`src/rtl/debug_observe_reader.sv`:
```
// debug_observe_reader: samples the *_debug_ shadow nets, either immediately
// or on a masked value match. The frozen snapshot is then streamed to the
// debug host LSB-first over a 1-bit valid/ready serial port.
module debug_observe_reader #(
    parameter int unsigned NUM_NETS = 8,
    parameter int unsigned TIMEOUT  = 255
) (
    input  logic                clk,
    input  logic                rst_n,
    input  logic [NUM_NETS-1:0] obs_nets,
    input  logic                arm,
    input  logic                trig_mode,
    input  logic [NUM_NETS-1:0] match_mask,
    input  logic [NUM_NETS-1:0] match_value,
    input  logic                ser_ready,
    output logic                ser_valid,
    output logic                ser_data,
    output logic                ser_last,
    output logic                busy,
    output logic                timed_out,
    output logic                arm_dropped
);

    localparam int unsigned IW = (NUM_NETS > 1) ? $clog2(NUM_NETS) : 1;
    localparam int unsigned TW = (TIMEOUT > 0) ? $clog2(TIMEOUT + 1) : 1;
    // Counter value on the last ARMED cycle before expiry.
    localparam logic [TW-1:0] TLIM = (TIMEOUT > 0) ? TW'(TIMEOUT - 1) : '0;
    localparam logic [IW-1:0] LAST_IDX = IW'(NUM_NETS - 1);

    typedef enum logic [1:0] {
        IDLE,
        ARMED,
        SHIFT
    } state_t;

    state_t              state;
    logic [NUM_NETS-1:0] snap;
    logic [NUM_NETS-1:0] mask_r;
    logic [NUM_NETS-1:0] value_r;
    logic [IW-1:0]       idx;
    logic [TW-1:0]       tcnt;

    logic                match;
    logic [IW-1:0]       idx_nx;

    assign match  = ((obs_nets ^ value_r) & mask_r) == '0;
    assign idx_nx = idx + 1'b1;
    assign busy   = (state != IDLE);

    // Control FSM: capture, match/timeout tracking and serial output registers.
    always_ff @(posedge clk or negedge rst_n) begin
        if (!rst_n) begin
            state       <= IDLE;
            snap        <= '0;
            mask_r      <= '0;
            value_r     <= '0;
            idx         <= '0;
            tcnt        <= '0;
            ser_valid   <= 1'b0;
            ser_data    <= 1'b0;
            ser_last    <= 1'b0;
            timed_out   <= 1'b0;
            arm_dropped <= 1'b0;
        end else begin
            if (arm && state != IDLE) begin
                arm_dropped <= 1'b1;
            end
            case (state)
                IDLE: begin
                    if (arm) begin
                        arm_dropped <= 1'b0;
                        timed_out   <= 1'b0;
                        if (!trig_mode) begin
                            snap      <= obs_nets;
                            idx       <= '0;
                            ser_valid <= 1'b1;
                            ser_data  <= obs_nets[0];
                            ser_last  <= (NUM_NETS == 1);
                            state     <= SHIFT;
                        end else begin
                            mask_r  <= match_mask;
                            value_r <= match_value;
                            tcnt    <= '0;
                            state   <= ARMED;
                        end
                    end
                end
                ARMED: begin
                    // A match wins over expiry on the same cycle.
                    if (match) begin
                        snap      <= obs_nets;
                        idx       <= '0;
                        ser_valid <= 1'b1;
                        ser_data  <= obs_nets[0];
                        ser_last  <= (NUM_NETS == 1);
                        state     <= SHIFT;
                    end else if (TIMEOUT != 0 && tcnt == TLIM) begin
                        timed_out <= 1'b1;
                        state     <= IDLE;
                    end else begin
                        tcnt <= tcnt + 1'b1;
                    end
                end
                SHIFT: begin
                    if (ser_ready) begin
                        if (ser_last) begin
                            ser_valid <= 1'b0;
                            ser_data  <= 1'b0;
                            ser_last  <= 1'b0;
                            state     <= IDLE;
                        end else begin
                            idx      <= idx_nx;
                            ser_data <= snap[idx_nx];
                            ser_last <= (idx_nx == LAST_IDX);
                        end
                    end
                end
                default: begin
                    state <= IDLE;
                end
            endcase
        end
    end

endmodule

```
`config.mk`:
```
export PLATFORM = sky130hd
export DESIGN_NAME = debug_observe_reader
export DESIGN_NICKNAME = d
export VERILOG_FILES = /design/src/rtl/debug_observe_reader.sv
export SDC_FILE = /design/constraint.sdc
export NUM_CORES = 1
export LEC_CHECK = 0
export ABC_AREA = 1
export CAP_MARGIN = 15
export CORE_ASPECT_RATIO = 1.1
export CORE_MARGIN = 2
export CORE_UTILIZATION = 39
export DETAILED_ROUTE_END_ITERATION = 7
export PLACE_DENSITY = 0.65
export SYNTH_ARGS = -nofsm -noshare
export SYNTH_HDL_FRONTEND = slang
export SYNTH_SLANG_ARGS = --single-unit
```
`constraint.sdc`:
```
create_clock -name clk -period 2 [get_ports clk]
set_clock_uncertainty 0.05 [all_clocks]
set_input_delay 0.4 -clock clk [delete_from_list [all_inputs] [get_ports clk]]
set_output_delay 0.4 -clock clk [all_outputs]
set_load 0.05 [all_outputs]
```
After elaboration in Yosys (flattened, before gate mapping):

Index checks and enable logic that the tools add are counted.

* bits in registers: 42
* input port bits: 29
* output and inout bits: 6
* logic and storage cells: 94

* $add $sub $neg: 2
* $lt $le $gt $ge: 1
* equal/unequal tests: 15
* mux-type cells: 49
* bitwise operators: 2
* reduce and logical (&&, ||, !) cells: 14

Operators by type and width (number)
* 8-bit two-way mux: 7
* 8-bit one-hot mux with 2 select lines: 2
* 1-bit two-way mux: 22
* 2-bit != test (second input constant): 10
* 3-bit two-way mux: 5
* 2-bit two-way mux: 6
* 4-bit AND reduction: 3
* 6-bit AND reduction: 2
* 5-bit AND reduction: 2
* 1-bit one-hot mux with 3 select lines: 3
* 3-bit one-hot mux with 3 select lines: 1
* 8-bit by 1-bit adder with 8-bit output (second input constant): 1
* 8-bit AND: 1
* 8-bit equality test (second input constant): 1
* 8-bit logical NOT: 1
* 8-bit bitwise XOR: 1
* 2-bit one-hot mux with 3 select lines: 1
* 3-bit by 4-bit less-than comparator with 1-bit output (second input constant): 1
* 2-bit nonzero test: 2
* 3-bit by 1-bit adder with 3-bit output (second input constant): 1
* 1-bit binary-select mux with 3-bit select: 1
* 3-bit equality test (second input constant): 1
* 3-bit != test (second input constant): 1
* 3-bit AND reduction: 1
* 6 further kinds: 6

Depth between registers and ports, before layout:

Gate-level depths: netlist (run 1).

* depth in word-level cells: 6
* gate-level depth with buffers: 10
* gate-level depth less buffers: 10

Worst setup path before layout (run 1):

No wires, ideal clock.

* path kind: register -> register
* start point: register idx[0]
* end point: register ser_data
* setup time: 0.066 ns
* arrival time: 1.367 ns
* required time: 1.884 ns
* slack: 0.517 ns
* cell stages (with the launch flop): 11
* buffers on the path: 1
* clock period less this slack: 1.483 ns
* cells stage by stage: dfrtp_1 clkbuf_2 inv_1 ha_1 nor2_1 nand2_1 nand3_1 nand3_1 nand2_1 nand3_1 nand2_1

* cells in the longest elaborated chain, start to end: 6

Ends and longest elaborated chain
* from (decl): line 40 `logic [IW-1:0] idx;`
* from (signal assigned): line 112 `idx <= idx_nx;`
* 3-bit by 1-bit adder with 3-bit output: line 47 `assign idx_nx = idx + 1'b1;`
* 1-bit binary-select mux with 3-bit select: line 113 `ser_data <= snap[idx_nx];`
* 1-bit two-way mux (not written as such): line 113
* 1-bit two-way mux: line 106 `if (ser_last) begin`
* 1-bit two-way mux: line 105 `if (ser_ready) begin`
* 1-bit one-hot mux with 3 select lines: line 68 `case (state)`
* to (signal assigned): line 77 `ser_data <= obs_nets[0];`
* to (signal assigned): line 94 `ser_data <= obs_nets[0];`
* to (signal assigned): line 113
* to (decl): line 17 `output logic ser_data,`

No other way between the ends. The select of a mux whose other input is x is not followed.
A chain may end at the register's enable or synchronous reset.

Worst setup path in the final report (run 1):

* start point: register ser_data
* end point: output ser_data

No word-level cell between the ends.

==> results of run 1 <==
-- cell families (layout without fill, tap and decap cells) --
logic type      count (synthesis)  after routing  synth area share
xor+xnor                        2              2           0.00781
compound gates                 19             19            0.0468
mux                             8              8            0.0402
flops                          42             42             0.468
buf+inv                        38             92            0.0669
fa+ha+maj                       4              4            0.0223
simple gates                  170            170             0.347
-- per-stage QoR --
step	power [W]	hold WS, ns	area, um^2	utilization
finish	0.00338	0.420	2920	0.535
CTS	0.00342	0.424	2920	0.535
global route	0.00368	0.435	2920	0.535
floorplan	0.00230	0.0544	2240	-
global placement	0.00270	0.278	2800	0.512
detailed placement	0.00273	0.283	2800	0.512
-- registers in the layout, indices dropped and copies added, names as in the netlist, named ones only --
register and count:
ser_data 1, tcnt 8, idx 3, state 2
value_r 8, snap 8, ser_valid 1, timed_out 1
ser_last 1, mask_r 8
-- power groups by stage --
stage / Combinational (W) / Sequential, W / Clock (W)
6_report: 0.00134 / 0.00136 / 0.000679
5_1_grt: 0.00153 / 0.00140 / 0.000750
4_1_cts: 0.00136 / 0.00136 / 0.000704
3_5_place_dp: 0.00135 / 0.00137 / 0
3_3_place_gp: 0.00133 / 0.00137 / 0
2_1_floorplan: 0.000871 / 0.00143 / 0
-- routing by layer --
layer | up-vias | global-route usage
met3 | 5 | 0.0271
met4 | 0 | 0.0545
met1 | 857 | 0.203
met5 | - | 0
li1 | 1004 | -
met2 | 28 | 0.252
-- cells in the final DEF, fill, tap and decap left out, types with 2 or more instances in the layout --
cell type        Yosys  final
inv_1               30     30
nor3b_1              3      3
o21ai_0              5      5
nand4_1              2      2
a21oi_1             11     11
nor2_1              23     23
nor2_2               2      2
clkbuf_8             0      5
nand2_4              2      2
nor3_1               2      2
nand3_1             37     37
dfrtp_1             42     42
nand2_1             86     86
clkdlybuf4s50_1      0     31
buf_12               0      3
nor2_4               2      2
ha_1                 4      4
mux2_2               8      8
nand2_2              4      4
nand3_2              3      3
buf_4                1     15
xnor2_1              2      2
inv_2                3      3
or2_2                2      2
-- layout make-up --
type / instances / area, um^2
fill: 538 / 2540
sequential: 42 / 1050
multi-input combinational: 203 / 1040
timing repair buffer: 51 / 498
inverter: 33 / 124
tap: 75 / 93.8
clock buffer: 5 / 68.8
clock inverter: 3 / 43.8
-- worst max-delay path by stage --
stage                      from  endpoint  slack, ns  depth (start not counted)
CTS                    ser_data  ser_data       0.06                          1
finish                 ser_data  ser_data       0.08                          1
global placement    obs_nets[0]  ser_last      -0.03                         10
floorplan                idx[0]  ser_data       0.52                         10
global route           ser_data  ser_data       0.03                          1
detailed placement  obs_nets[0]  ser_last      -0.06                         10
-- what timing repair did --
item	in CTS	in global routing
setup buffers	0	0
endpoints found under the hold margin	14	0
setup endpoints to repair	0	0
hold buffers	1	0
gates resized for setup	0	0
==> summary.md, run 1 <==
| Metric | Value |
|---|---|
| Area leader, netlist | `dfrtp_1` |
| Dpl hpwl | `3.48 mm` |
| Worst-case headroom to the max-slew limit | `0.666` |
| Mapped Cells | `283` |
| Top cells by area, synth | `dfrtp_1 47%, nand2_1 14%, nand3_1 8.3%, inv_1 5.0%, mux2_2 4.0%` |
| Hold Crit Start | `snap[1]` |
| Initial drt markers | `48` |
| Top-area cell type share of the netlist area | `0.468` |
| Crit-path cells | `clkdlybuf4s50_1` |
| Grt ovf | `0` |
| Placed Cells incl. Taps | `403` |
| RR Startpoint | `idx[0]` |
| Clk buf depth | `2` |
| Initial Utilization | `0.410` |
| DR vias/cell | `4.60` |
| CTS tree | `built` |
| IO buf count | `34` |
| WL met2 | `2.15 mm` |
| CP max FO | `2` |
| Max-cap violations | `0` |
| Via count | `1894` |
| LEAKAGE | `1.49 nW` |
| Status | `finished clean` |
| Tightest Hold Check Type | `register to register` |
| Num rows | `28` |
| Cell family with most CP delay | `buffers and inverters` |
| Met1 Wirelength | `2.23 mm` |
| Setup Crit Path Kind | `register to primary output` |
| Seq/Total Area, Yosys | `0.468` |
| Final worst slack | `0.0839 ns` |
| Share of cells above drive strength 1 | `0.166` |
| CTS root buffer | `clkbuf_8` |
| # DRC | `0` |
| Achievable Freq | `522 MHz` |
| Max IR drop VDD | `502 uV` |
| DR pass1 iterations | `4` |
| Total Wirelength | `4.57 mm` |
| Post-synthesis async set-or-reset flop share | `1.00` |
| Flop pwr share | `0.401` |
| Number of I/O pins | `35` |
| Reg2Reg Depth | `9` |
| GRT Total Usage | `0.153` |
| NetSw | `0.00126 W` |
| Layout net count | `369` |
| Crit path launch type | `register` |
| First-pass GRT wire length | `8.01 mm` |
| WL met3 | `135 um` |
| Largest net degree at the start of global routing | `34` |
| Layout overhead on the synthesized area | `30.2%` |
| Ys flop type | `dfrtp_1` |
| R2R Setup Slk | `0.31 ns` |
| Fin cells | `412` |
| CTS clk-pin slew, worst paths | `0.09 ns` |
| Wire per inst | `11.1 um` |
| Hold worst-path end | `snap[1]` |
| Sw Ratio | `0.374` |
| Worst path arrival time | `1.47 ns` |
| CP Buf/Inv Count | `1` |
| Die area | `0.00638 mm^2` |
| CP max stage cell | `clkdlybuf4s50_1` |
| Most common cell in the netlist | `nand2_1` |
| Routability Congestion | `0.871` |
| Final setup viols | `0` |
| Fin crit share | `0.958` |
| YS warnings | `0` |
| Hold Path Depth | `2` |
| Reg2reg end | `ser_data` |
| Worst-Skew Late Latency | `0.30 ns` |
| CORE AREA | `0.00547 mm^2` |
| Crit. End Element | `primary output` |
| Internal | `0.00212 W` |
| FF+latch count, synth | `42` |
| CTS Buf Count | `5` |
| Number of flops mapped to enable cells by yosys | `0` |
| RSZ-0062 raised after global routing | `no` |
| Commonest cells post-synth | `86 x nand2_1, 42 x dfrtp_1, 37 x nand3_1, 30 x inv_1, 23 x nor2_1` |
| Synth Cell Area | `0.00224 mm^2` |
| Setup TNS | `0 ns` |
| Syn_nets | `316` |
| Setup WS pre-CTS | `-0.0630 ns` |
| Unique masters post-synth | `29` |
| Highest metal used | `met4` |
| N_diodes | `0` |
| Comb power frac | `0.398` |
| Clock sink count | `42` |
| Final Hold Viols | `0` |
| Antenna Nets Post-Route | `0` |
| CP required | `1.55 ns` |
| Slew Viols, Final | `0` |
| Initial antenna violation count | `0` |
| Die width | `76.3 um` |
| Clk network pwr share | `0.201` |
| Number of global-route vias before repair | `1812` |
| Mean Syn Cell Area | `7.93 um^2` |
| Htree depth | `2` |
| Slew at the pin with the worst max-slew slack | `0.499 ns` |
| Crit path time final | `1.92 ns` |
| Power Density | `1160 mW/mm^2` |
| Max incr delay on CP | `0.81 ns` |
| Die height | `83.5 um` |
Note: power is estimated with default switching activity, not from simulation.
==> run 2: changes to the inputs <==
- GPL_TIMING_DRIVEN: unset -> 0
==> run 2 against run 1 <==
Sequential power barely moved. Die area did not move. Worst setup slack got worse by 0.025 ns. Via count rose by 0.58%. Critical endpoint is now busy. Core utilization fell by 2.0 points. Final cell count fell by 2.4%. Sequential cell count did not move. Combinational power barely moved. Clock power fell by 16%. Maximum frequency fell by 1.3%. Count of clock-buffer cells in the layout rose by 1.
==> summary.md, run 2 (synthesis gave the netlist of run 1 again) <==
| Metric | Value |
|---|---|
| CTS clk-pin slew, worst paths | `0.08 ns` |
| Fin cells | `402` |
| DR pass1 iterations | `4` |
| Setup WS pre-CTS | `-0.166 ns` |
| DR vias/cell | `4.74` |
| Number of I/O pins | `35` |
| Via count | `1905` |
| Worst-case headroom to the max-slew limit | `0.667` |
| Grt ovf | `0` |
| Htree depth | `2` |
| Clk buf depth | `2` |
| Clock sink count | `42` |
| Wire per inst | `11.5 um` |
| Antenna Nets Post-Route | `0` |
| Crit path launch type | `register` |
| Max incr delay on CP | `0.52 ns` |
| Most frequent cells in the layout | `86 x nand2_1, 42 x dfrtp_1, 37 x nand3_1` |
| # DRC | `0` |
| Tot Pwr | `0.00324 W` |
| Layout overhead on the synthesized area | `25.4%` |
| Status | `finished clean` |
| CORE AREA | `0.00547 mm^2` |
| Dpl hpwl | `3.49 mm` |
| Crit. End Element | `primary output` |
| GRT Total Usage | `0.158` |
| CP max FO | `5` |
| Die area | `0.00638 mm^2` |
| Final setup viols | `0` |
| Power Density | `1150 mW/mm^2` |
| CP max stage cell | `clkdlybuf4s15_1` |
| Crit-path cells | `nor2_4 -> inv_1 -> clkdlybuf4s15_1` |
| Slew at the pin with the worst max-slew slack | `0.499 ns` |
| Routability Congestion | `0.806` |
| Slew Viols, Final | `0` |
| CP required | `1.55 ns` |
| N_diodes | `0` |
| Tightest Hold Check Type | `register to register` |
| Crit path time final | `1.94 ns` |
| Setup Crit Path Kind | `register to primary output` |
| Die width | `76.3 um` |
| Comb power frac | `0.412` |
| RSZ-0062 raised after global routing | `no` |
| Max IR drop VDD | `566 uV` |
| Initial Utilization | `0.410` |
| CTS root buffer | `clkbuf_8` |
| Gr busiest metal | `met2` |
| CTS tree | `built` |
| Initial antenna violation count | `0` |
| Internal | `0.00198 W` |
| Fillers | `567` |
| Fin crit share | `0.970` |
| Number of global-route vias before repair | `1902` |
| Num rows | `28` |
| CTS Buf Count | `5` |
| Total Wirelength | `4.63 mm` |
| LEAKAGE | `1.43 nW` |
| Final instance area | `0.00281 mm^2` |
| Largest net degree at the start of global routing | `30` |
| Met2 Resource Use GR | `0.279` |
| NetSw | `0.00125 W` |
| Placed Area | `0.00269 mm^2` |
| Max-cap violations | `0` |
| Setup Buffers After CTS | `0` |
| Die height | `83.5 um` |
| Worst-Skew Late Latency | `0.29 ns` |
| Layout net count | `359` |
| Routing usage on met1 | `0.200` |
| Clk network pwr share | `0.177` |
| Initial drt markers | `128` |
| Final worst slack | `0.0593 ns` |
| Worst path arrival time | `1.49 ns` |
| First-pass GRT wire length | `8.36 mm` |
| Met3 global-route usage | `0.0314` |
| Final Hold Viols | `0` |
| Commonest non-fill, non-tap cell in the layout | `nand2_1` |
| Sw Ratio | `0.387` |
| Share of cells above drive strength 1 | `0.138` |
| Flop pwr share | `0.412` |
| Achievable Freq | `515 MHz` |
| IO buf count | `34` |
| Placed Cells incl. Taps | `393` |
==> run 2: final timing paths <==
kind	startpoint	to	slack, ns	cells past startpoint
setup / recovery	state[0]	busy	0.06	3
hold / removal	snap[6]	snap[6]	0.42	2
setup reg to reg	idx[0]	ser_data	0.32	10
hold reg to reg	snap[6]	snap[6]	0.42	2
max in group asynchronous	rst_n	value_r[0]	0.95	3
min in group asynchronous	rst_n	idx[0]	0.49	2
==> run 2: area by class of cell <==
type	count	area, um^2	share of cell area
Clock inverter	2	12.5	0.00445
Sequential cell	42	1050	0.374
Inverter	33	124	0.0440
Timing Repair Buffer	36	368	0.131
Multi-Input combinational cell	203	1050	0.375
Buffer	5	26.3	0.00934
Tap cell	75	93.8	0.0334
Clock buffer	6	82.6	0.0294
==> run 2: power groups by stage <==
stage / combinational (W) / sequential (W) / clock [W]
floorplan: 0.000871 / 0.00143 / 0
global placement: 0.00129 / 0.00134 / 0
detailed placement: 0.00132 / 0.00135 / 0
CTS: 0.00133 / 0.00134 / 0.000595
global route: 0.00154 / 0.00138 / 0.000629
finish: 0.00133 / 0.00133 / 0.000572
==> run 2: layer usage <==
layer  part of all wire  up-vias  routed length, um
li1                   -      989                  -
met1               0.46      885               2110
met2               0.51       27               2380
met3              0.025        4                114
met4             0.0065        0                 30
met5                  0        -                  0
==> run 2: what timing repair did <==
| action | CTS | global route |
|---|---|---|
| gates resized for setup | 1 | 5 |
| hold buffers | 1 | 0 |
| setup endpoints to repair | 1 | 18 |
| endpoints found under the hold margin | 13 | 0 |
==> run 2: metrics by stage <==
step / TNS (ns) / utilization / hold slack, ns
floorplan: 0 / - / 0.0544
global placement: -31.12 / 0.490 / 0.400
detailed placement: -3.22 / 0.493 / 0.279
CTS: 0 / 0.512 / 0.424
global route: 0 / 0.515 / 0.459
finish: 0 / 0.515 / 0.423
==> run 2: worst max-delay path, delay by kind of cell (launching register included) <==
| kind | cells | cell delay, ns |
|---|---|---|
| buffers and inverters | 2 | 0.65 |
| AND/OR/NAND/NOR | 1 | 0.07 |
| flip-flops | 1 | 0.48 |
==> RTL change: new RTL, settings of run 1 <==
Encoding of `state_t`: now one-hot (3 bits for 3 states).
--- a/src/rtl/debug_observe_reader.sv
+++ b/src/rtl/debug_observe_reader.sv
@@ -27,10 +27,10 @@
     localparam logic [TW-1:0] TLIM = (TIMEOUT > 0) ? TW'(TIMEOUT - 1) : '0;
     localparam logic [IW-1:0] LAST_IDX = IW'(NUM_NETS - 1);
 
-    typedef enum logic [1:0] {
-        IDLE,
-        ARMED,
-        SHIFT
+    typedef enum logic [2:0] {
+        IDLE  = 3'b001,
+        ARMED = 3'b010,
+        SHIFT = 3'b100
     } state_t;
 
     state_t              state;
Check against the original RTL: no difference found for any inputs over 10 cycles, from zero or initial values and one cycle with rst_n low; not proved beyond that.
==> RTL change against run 1 <==
Area after synthesis grew 7.1%; die area increased by 6.8%; fmax decreased by 1.0%; utilization down 3.9 points; first-iteration DRC count up 60%; worst hold slack lost 0.29 ns; wire length grew 6.5%; sequential cell count is 1 higher; setup slack got worse by 0.020 ns; cell area rose by 3.2%; total power increased by 8.9%; critical path depth unchanged.
==> RTL change: results (changes against run 1) <==
| Metric | Value |
|---|---|
| Non-clock buffer count | 52 (was 51) |
| DR WL met3 | 149 um (was 135 um) |
| Global-route wire length before repair | 8390 um (was 8010 um) |
| Hpwl dp | 3620 um (was 3480 um) |
| Post-Route M1 WL | 2290 um (was 2230 um) |
| Share of cells above drive strength 1 | 15.5% (was 16.6%) |
| Hold-fix buffers, CTS | 0 (was 1) |
| Worst path arrival time | 1.49 ns (was 1.47 ns) |
| Multi-input logic portion of the cell area | 38.5% (was 35.7%) |
| Synth area leaders | dfrtp_1 44%, nand2_1 14%, nand3_1 6.0%, inv_1 5.6%, nor2_1 4.4% (was dfrtp_1 47%, nand2_1 14%, nand3_1 8.3%, inv_1 5.0%, mux2_2 4.0%) |
| Switching Power | 1.52 mW (was 1.26 mW) |
| Vias in the first global route | 1876 (was 1812) |
| NonClk Buf Share | 15.4% (was 17.0%) |
| GPL Wtd Cong | 0.808 (was 0.871) |
| Die area | 6810 sq um (was 6380 sq um) |
| Fin cells | 428 (was 412) |
| Fin nets | 382 (was 369) |
| Sequential fraction of the synthesis area | 44.8% (was 46.8%) |
| Pin count of the biggest net entering global routing | 44 (was 34) |
| Met2 Track Usage GR | 26.7% (was 25.2%) |
| Nonclk inv count | 37 (was 33) |
| Multi-input gates | 210 (was 203) |
| DP Worst Slack | -0.0859 ns (was -0.0630 ns) |
| Fill cells | 614 (was 538) |
| Syn nets | 327 (was 316) |
| Synth Instances | 294 (was 283) |
| Status | finished, final reports clean (unchanged) |
| 1st-iter DRT viols | 77 (was 48) |
| Met1 GRT Util | 19.7% (was 20.3%) |
| Slew @ Worst Pin | 0.534 ns (was 0.499 ns) |
| DR vias | 1988 (was 1894) |
| Lkg Pwr | 1.54 nW (was 1.49 nW) |
| Seq pwr share | 37.4% (was 40.1%) |
==> RTL change: worst paths after layout <==
| kind | cells after the start | slack, ns | from | to |
|---|---|---|---|---|
| max in group asynchronous | 2 | 1.40 | rst_n | state[0] |
| worst min register to register | 2 | 0.42 | snap[6] | snap[6] |
| worst max-delay path | 1 | 0.06 | timed_out | timed_out |
| worst max register to register | 4 | 0.26 | state[0] | mask_r[4] |
| min in group clk | 2 | 0.42 | snap[6] | snap[6] |
| worst min-delay path | 2 | 0.13 | rst_n | value_r[6] |
==> RTL change: cell families (layout without fill, tap and decap cells) <==
group	count (synthesis)	count (layout)	synth area share, %
adder cells (fa/ha/maj)	4	4	2.08
flip-flops	43	43	44.8
XOR/XNOR	5	5	1.82
AO/OA/AOI/OAI	14	14	3.02
multiplexers	9	9	5.00
buffers and inverters	41	95	6.87
AND/OR/NAND/NOR	178	178	36.4
